## config.mk

```make
export PLATFORM = sky130hd
export DESIGN_NAME = regfile_wb_arbiter
export DESIGN_NICKNAME = d
export VERILOG_FILES = /design/src/rtl/regfile_wb_arbiter.sv
export SDC_FILE = /design/constraint.sdc
export NUM_CORES = 1
export LEC_CHECK = 0
export CORE_UTILIZATION = 40
export DETAILED_ROUTE_END_ITERATION = 12
export PLACE_DENSITY_LB_ADDON = 0.12
export SETUP_SLACK_MARGIN = 0.15
export SLEW_MARGIN = 0
export SYNTH_ARGS = -nofsm -noshare
export SYNTH_HDL_FRONTEND = slang
export SYNTH_SLANG_ARGS = --single-unit
```

## constraint.sdc

```tcl
create_clock -name clk -period 11.62 [get_ports clk]
set_input_delay 2.324 -clock clk [delete_from_list [all_inputs] [get_ports clk]]
set_output_delay 2.324 -clock clk [all_outputs]
set_load 0.005 [all_outputs]
```

## src/rtl/regfile_wb_arbiter.sv

```systemverilog
// regfile_wb_arbiter: shares the register-file write port between the in-order
// pipeline writeback (A, priority) and a FIFO of long-latency results (B).
// B is forced through after STARVE_LIMIT consecutive lost arbitration cycles.
// Optional macro WB_ARB_STATS_EN enables the A-side stall cycle counter.
module regfile_wb_arbiter #(
    parameter int unsigned DEPTH        = 2,
    parameter int unsigned STARVE_LIMIT = 4
) (
    input  logic        clk,
    input  logic        reset,
    input  logic        a_valid,
    input  logic [4:0]  a_rd,
    input  logic [31:0] a_data,
    output logic        a_ready,
    input  logic        b_valid,
    output logic        b_ready,
    input  logic [4:0]  b_rd,
    input  logic [31:0] b_data,
    output logic        rf_write_enable,
    output logic [4:0]  rf_rd,
    output logic [31:0] rf_rd_din,
    output logic [31:0] pending_mask,
    output logic [31:0] stall_count
);

    localparam int unsigned PtrW = (DEPTH > 1) ? $clog2(DEPTH) : 1;
    localparam int unsigned CntW = $clog2(DEPTH + 1);
    localparam int unsigned StW  = $clog2(STARVE_LIMIT + 1);

    localparam logic [PtrW-1:0] LastPtr = PtrW'(DEPTH - 1);
    localparam logic [CntW-1:0] DepthC  = CntW'(DEPTH);
    localparam logic [StW-1:0]  StLimC  = StW'(STARVE_LIMIT);

    logic [4:0]      fifo_rd_q   [DEPTH];
    logic [31:0]     fifo_data_q [DEPTH];
    logic [DEPTH-1:0] valid_q;
    logic [PtrW-1:0] wr_ptr_q, rd_ptr_q;
    logic [CntW-1:0] count_q;
    logic [StW-1:0]  starve_q;

    logic        empty, force_b, grant_a, grant_b, enq, deq;
    logic [4:0]  head_rd;
    logic [31:0] head_data;

    function automatic logic [PtrW-1:0] ptr_inc(input logic [PtrW-1:0] p);
        return (p == LastPtr) ? '0 : p + 1'b1;
    endfunction

    // Arbitration and handshakes; everything is suppressed while reset is high.
    always_comb begin
        empty     = (count_q == '0);
        force_b   = (starve_q >= StLimC) && !empty;
        grant_b   = !reset && !empty && (!a_valid || force_b);
        grant_a   = !reset && a_valid && !force_b;
        a_ready   = !reset && !force_b;
        b_ready   = !reset && (count_q < DepthC);
        enq       = b_valid && b_ready;
        deq       = grant_b;
        head_rd   = fifo_rd_q[rd_ptr_q];
        head_data = fifo_data_q[rd_ptr_q];
    end

    // Write-port mux; writes to x0 are consumed without asserting write_enable.
    always_comb begin
        rf_write_enable = 1'b0;
        rf_rd           = '0;
        rf_rd_din       = '0;
        if (grant_b) begin
            rf_rd           = head_rd;
            rf_rd_din       = head_data;
            rf_write_enable = (head_rd != 5'd0);
        end else if (grant_a) begin
            rf_rd           = a_rd;
            rf_rd_din       = a_data;
            rf_write_enable = (a_rd != 5'd0);
        end
    end

    // Pending-destination mask over live FIFO entries, x0 never reported.
    always_comb begin
        pending_mask = '0;
        for (int i = 0; i < int'(DEPTH); i++) begin
            if (valid_q[i]) begin
                pending_mask[fifo_rd_q[i]] = 1'b1;
            end
        end
        pending_mask[0] = 1'b0;
    end

    // FIFO storage; entries are only meaningful while their valid bit is set.
    always_ff @(posedge clk) begin
        if (enq) begin
            fifo_rd_q[wr_ptr_q]   <= b_rd;
            fifo_data_q[wr_ptr_q] <= b_data;
        end
    end

    // FIFO pointers, occupancy and starvation counter.
    always_ff @(posedge clk) begin
        if (reset) begin
            wr_ptr_q <= '0;
            rd_ptr_q <= '0;
            count_q  <= '0;
            valid_q  <= '0;
            starve_q <= '0;
        end else begin
            if (enq) begin
                valid_q[wr_ptr_q] <= 1'b1;
                wr_ptr_q          <= ptr_inc(wr_ptr_q);
            end
            if (deq) begin
                valid_q[rd_ptr_q] <= 1'b0;
                rd_ptr_q          <= ptr_inc(rd_ptr_q);
            end
            case ({enq, deq})
                2'b10:   count_q <= count_q + 1'b1;
                2'b01:   count_q <= count_q - 1'b1;
                default: count_q <= count_q;
            endcase
            if (empty || deq) begin
                starve_q <= '0;
            end else if (starve_q < StLimC) begin
                starve_q <= starve_q + 1'b1;
            end
        end
    end

`ifdef WB_ARB_STATS_EN
    logic [31:0] stall_q;

    // Counts cycles where the pipeline writeback was held off by a forced B grant.
    always_ff @(posedge clk) begin
        if (reset) begin
            stall_q <= '0;
        end else if (a_valid && !a_ready) begin
            stall_q <= stall_q + 32'd1;
        end
    end

    assign stall_count = stall_q;
`else
    assign stall_count = 32'h0;
`endif

endmodule

```

; ---- Word-level counts from Yosys, hierarchy flattened
; Memory sizes are Yosys's and may differ from the RTL's. A register that Yosys moved wholly into a read port is not among the register bits.
; Cells that the tools add are included.
[word_totals]
inputBits = 78
ramBits = 74
reg_bits = 9
wordCells = 80
n_memories = 2
output_inout_bits = 104
[memory_table]
columns = name, depth, width, read_ports, rd_ports_with_merged_regs, write_ports, line
row1 = fifo_data_q, 2, 32, 1, 1, 1, 35  ; logic [31:0] fifo_data_q [DEPTH];
row2 = fifo_rd_q, 2, 5, 3, 1, 1, 34  ; logic [4:0] fifo_rd_q [DEPTH];
[op_classes]
n_bitwise = 4
eq_ne = 2
n_reduce_logical = 23
n_lt_le_gt_ge = 11
muxes = 28
addsub = 5
[op_table]
columns = op, n
row1 = $mux W32, 4
row2 = $or A32 B32 Y32, 1
row3 = $mux W1, 14
row4 = $logic_and A1 B1 Y1, 12
row5 = $lt A5 B6 Y1 const B, 2
row6 = $demux W1 S5, 2
row7 = $ge A5 B1 Y1 const B, 2
row8 = $mux W5, 2
row9 = $reduce_bool A5 Y1, 2
row10 = $mux W2, 3
row11 = $logic_not A1 Y1, 4
row12 = $lt A1 B2 Y1 const B, 2
row13 = $pmux W2 S2, 1
row14 = $add A3 B1 Y3 const B, 1
row15 = $ge A3 B3 Y1 const B, 1
row16 = $lt A3 B3 Y1 const B, 1
row17 = $add A1 B1 Y1 const B, 2
row18 = $add A2 B1 Y2 const B, 1
row19 = $and A2 B2 Y2, 1
row20 = $demux W1 S1, 2
row21 = $eq A2 B1 Y1 const B, 1
row22 = $eq A2 B2 Y1 const B, 1
row23 = $ge A1 B1 Y1 const B, 2
row24 = $logic_not A2 Y1, 1
row25 = 7 further kinds, 8

; ---- Depth between registers and ports, before layout
[depth]
ltp_word = 9
ltp_mapped = 7
ltp_nobuf = 7

; ---- Least setup slack after synthesis
; Ideal clock, no wire load.
[synth_timing]
kind = input-to-reg
startpoint = input port reset
endpoint = memory fifo_data_q[0][0], enable pin
path_slack_ps = 4741
path_buffers = 0
path_stages = 1
arrival_ps = 6337
required_time_ps = 11078
cell_sequence = nor4b_1
[synth_via]
elab_chain_len = 5
[synth_rtl]
columns = element, line
row1 = from (decl), 10  ; input logic reset,
row2 = $logic_not A1 Y1, 56  ; b_ready = !reset && (count_q < DepthC);
row3 = $logic_and A1 B1 Y1, 56
row4 = $logic_and A1 B1 Y1, 57  ; enq = b_valid && b_ready;
row5 = $mux W1, 92  ; if (enq) begin
row6 = $mux W1 (implied by the code), 94  ; fifo_data_q[wr_ptr_q] <= b_data;
row7 = to (decl), 35
; No other way between the ends.

; ---- Worst setup path after layout
[layout_timing]
startpoint = input port reset
endpoint = output port rf_rd[4]
[layout_via]
elab_chain_len = 5
[layout_rtl]
columns = element, line
row1 = $logic_not A1 Y1 (*), "53, 54"
row2 = $logic_and A1 B1 Y1 (2 in a row), 54  ; grant_a = !reset && a_valid && !force_b;
row3 = $mux W5, 72  ; end else if (grant_a) begin
row4 = $mux W5 (*), 68  ; if (grant_b) begin
row5 = to (decl), 20  ; output logic [4:0] rf_rd,
; Every way passes the cells marked *; elsewhere a longest branch is shown, timed or not.

==> impl_summary.log <==
INFO  metric slowest_stage = a21oi_4
INFO  metric place.detailed.hpwl = 6930 um
INFO  metric postSynthAreaPerCell = 13.2 um2
INFO  metric grt_start_max_net_pins = 39
INFO  metric crit_path_frequent_cell = clkdlybuf4s50_1
INFO  metric cts_inserted_buffers = 9
INFO  metric post-route-min-period = 7.23 ns
INFO  metric grt_overflow_total = 0
INFO  metric number_of_hold_buffers_added_after_cts = 0
INFO  metric clk_latency = 0.34 ns
INFO  metric final_layout_size_suffix_gt1_frac = 0.0526
INFO  metric path_max_fanout = 38
INFO  metric first_global_vias = 2925
INFO  metric clock_tree_from_tritoncts = done
INFO  metric clock_sink_count = 84
INFO  metric dieWidth = 103 um
INFO  metric grt_antenna_before_repair = 0
INFO  metric setup.worst_path.end_class = output port
INFO  metric path_clk_slew = 0.09 ns
INFO  metric final_net_count = 531
INFO  metric detail_route.wirelength = 9480 um
INFO  metric grt_util_all_layers = 0.181
INFO  metric buffer_ports.inserted = 148
INFO  metric timing.clock.skew = 0.0154 ns
INFO  metric p_per_area = 117 mW/mm2
INFO  metric drv_slew = 0
INFO  metric synth-edff-count = 74
INFO  metric cts_root_buf = clkbuf_8
INFO  metric finalWeightedCongestion = 0.839
INFO  metric count_of_inserted_antenna_diode_cells = 0
INFO  metric area_of_the_die = 0.0107 mm2
INFO  metric dr_total_vias = 3058
INFO  metric most_frequent_cells_in_the_layout = clkdlybuf4s50_1 (148), edfxtp_1 (74), mux2i_1 (37), o2bb2ai_1 (37), conb_1 (33)
INFO  metric p_sw_frac = 0.221
INFO  metric post_synth_inst_count = 311
INFO  metric post_drt_wl_per_cell = 16.1 um
INFO  metric worstHoldPathType = reg -> reg
INFO  metric maximum_count_of_clock_buffers_along_a_single_path = 2
INFO  metric number_of_h_tree_levels = 3
INFO  metric drc = 0
INFO  metric fp-row-count = 36
INFO  metric fmax = 138 MHz
INFO  metric placeableCoreArea = 0.00986 mm2
INFO  metric static_leakage = 0.00182 uW
INFO  metric cell_by_cell_listing_of_the_critical_path = clkdlybuf4s50_1 -> nand2b_1 -> a21oi_4 -> o2bb2ai_1 -> clkdlybuf4s50_1
INFO  metric cp-start-kind = primary input
INFO  metric share_of_power_burned_in_the_clock_network = 0.322
INFO  metric crit_type = in -> out
INFO  metric synth.ff_latch_count = 84
INFO  metric grt_setup_unrepaired = false
INFO  metric relative_contribution_of_combinational_cells_to_total_power = 0.153
INFO  metric via_per_inst = 5.19
INFO  metric critical_path_arrival = 4.91 ns
INFO  metric drtIter0Drc = 105
INFO  metric slew_headroom = 0.275
INFO  metric final-hold-violation-count = 0
INFO  metric synth_cell_types = 39
INFO  metric fin_setup_tns = 0 ns
INFO  metric synth-warning-count = 0
INFO  metric setup-violations-final = 0
INFO  metric cell_internal_pwr = 524 uW
INFO  metric antenna_violating_nets_post_route = 0
INFO  metric yosys.area.top_type_share = 0.542
INFO  metric synthArstFlopShare = 0
INFO  metric synth-main-ff-cell = edfxtp_1
INFO  metric seqPwrFrac = 0.525
INFO  metric timing.hold.ws = 0.453 ns
INFO  metric mostFrequentLayoutCell = clkdlybuf4s50_1
INFO  metric grt_first_pass_wirelength = 14500 um
INFO  metric die_y = 103 um
INFO  metric power.switching = 149 uW
INFO  metric post_cts.repair.setup_buffers = 0
INFO  metric status = finished, final reports clean
INFO  metric cp.required = 9.30 ns
INFO  metric layout_worst_path_cycle_share = 0.622
INFO  metric post_cts_resize_count = 0
INFO  metric peakVddDrop = 66.9 uV
INFO  metric synth.largest_area_cell = edfxtp_1
INFO  metric initial_utilization = 0.416
INFO  metric synth.top_cells.by_area = edfxtp_1 (54%), mux2i_1 (9.0%), o2bb2ai_1 (7.9%), buf_4 (6.0%), dfxtp_1 (4.9%)
INFO  metric synth_seq_area_share = 0.591
INFO  metric timing.critical_path.slowest_cell_delay = 0.85 ns
INFO  metric area.growth.synth_to_final = 40.8%
INFO  metric tightest_slew = 1.09 ns
INFO  metric syn_area = 0.00410 mm2
INFO  metric io_pins = 182
INFO  metric firstDrtPassIters = 4
INFO  metric max_cap_viol_count = 0
## worst max-delay path, delay by kind of cell
family | cells | cell delay (ns)
AO/OA/AOI/OAI | 2 | 1.07
buffers and inverters | 2 | 1.18
AND/OR/NAND/NOR | 1 | 0.33
## final cells by class
type	instances	area [um2]
fillers	807	4090
flip-flops and latches	84	2420
repair buffers	151	1500
multi-input cells	203	1460
well taps	133	166
clock buffers	11	131
clock inverters	5	77.6
inverters	2	7.51
## synthesized netlist by cell type, types with 2 or more instances
| master | number |
|---|---|
| a21oi_1 | 6 |
| and2_1 | 3 |
| buf_1 | 4 |
| buf_2 | 9 |
| buf_4 | 33 |
| clkbuf_1 | 7 |
| dfxtp_1 | 10 |
| edfxtp_1 | 74 |
| ha_1 | 2 |
| mux2i_1 | 37 |
| nand2_1 | 3 |
| nand3_1 | 4 |
| nand3b_1 | 10 |
| nor2_1 | 8 |
| nor3_1 | 2 |
| nor3b_1 | 2 |
| o22ai_1 | 31 |
| o2bb2ai_1 | 37 |
| or3_1 | 3 |
| or3b_1 | 5 |
| or4_1 | 2 |
| xnor2_1 | 2 |
## kinds of logic after synthesis
logic type                 after synthesis  synth area share
AOI/OAI and AO/OA                       78             0.141
xor gates and xnor gates                 3           0.00641
adders and majority gates                2           0.00610
buffers and inverters                   56            0.0861
DFF                                     84             0.591
muxes                                   37            0.0903
other                                    1          0.000915
and+or+nand+nor                         50            0.0784
## sequential cells by signal (all words and copies together), names as in the netlist, named ones only
name,count
fifo_data_q,64
valid_q,2
count_q,2
rd_ptr_q,1
fifo_rd_q,10
wr_ptr_q,1
starve_q,3
## path summary, 6_finish.rpt
check / from / to / slack, ns / cells past startpoint
setup / recovery: reset / rf_rd[4] / 4.39 / 5
setup reg to reg: count_q[1] / count_q[1] / 9.47 / 6
hold reg to reg: starve_q[0] / starve_q[0] / 0.45 / 1
hold / removal: starve_q[0] / starve_q[0] / 0.45 / 1
## layer usage
layer / track usage / routed length [um]
met5: 0 / 0
met4: 0.0704 / 132
met3: 0.0410 / 680
met2: 0.316 / 4870
met1: 0.218 / 3800
## power groups by stage
stage          Sequential [uW]  Clock, uW  Combinational [uW]
4_1_cts                    353        222                 105
2_1_floorplan              356          0                55.5
5_1_grt                    355        235                 113
6_report                   353        217                 103
3_5_place_dp               360          0                 104
3_3_place_gp               360          0                 101
## metrics by stage
stage / utilization / instances / setup slack (ns) / total power, uW / area (um2)
after floorplan: - / 343 / 4.74 / 411 / 4220
after global routing: 0.585 / 589 / 4.19 / 704 / 5770
after CTS: 0.585 / 589 / 4.32 / 680 / 5770
after detailed placement: 0.564 / 573 / 4.32 / 464 / 5570
final: 0.585 / 589 / 4.39 / 673 / 5770
after global placement: 0.564 / 573 / 4.42 / 461 / 5570
(Power assumes the default switching activity.)
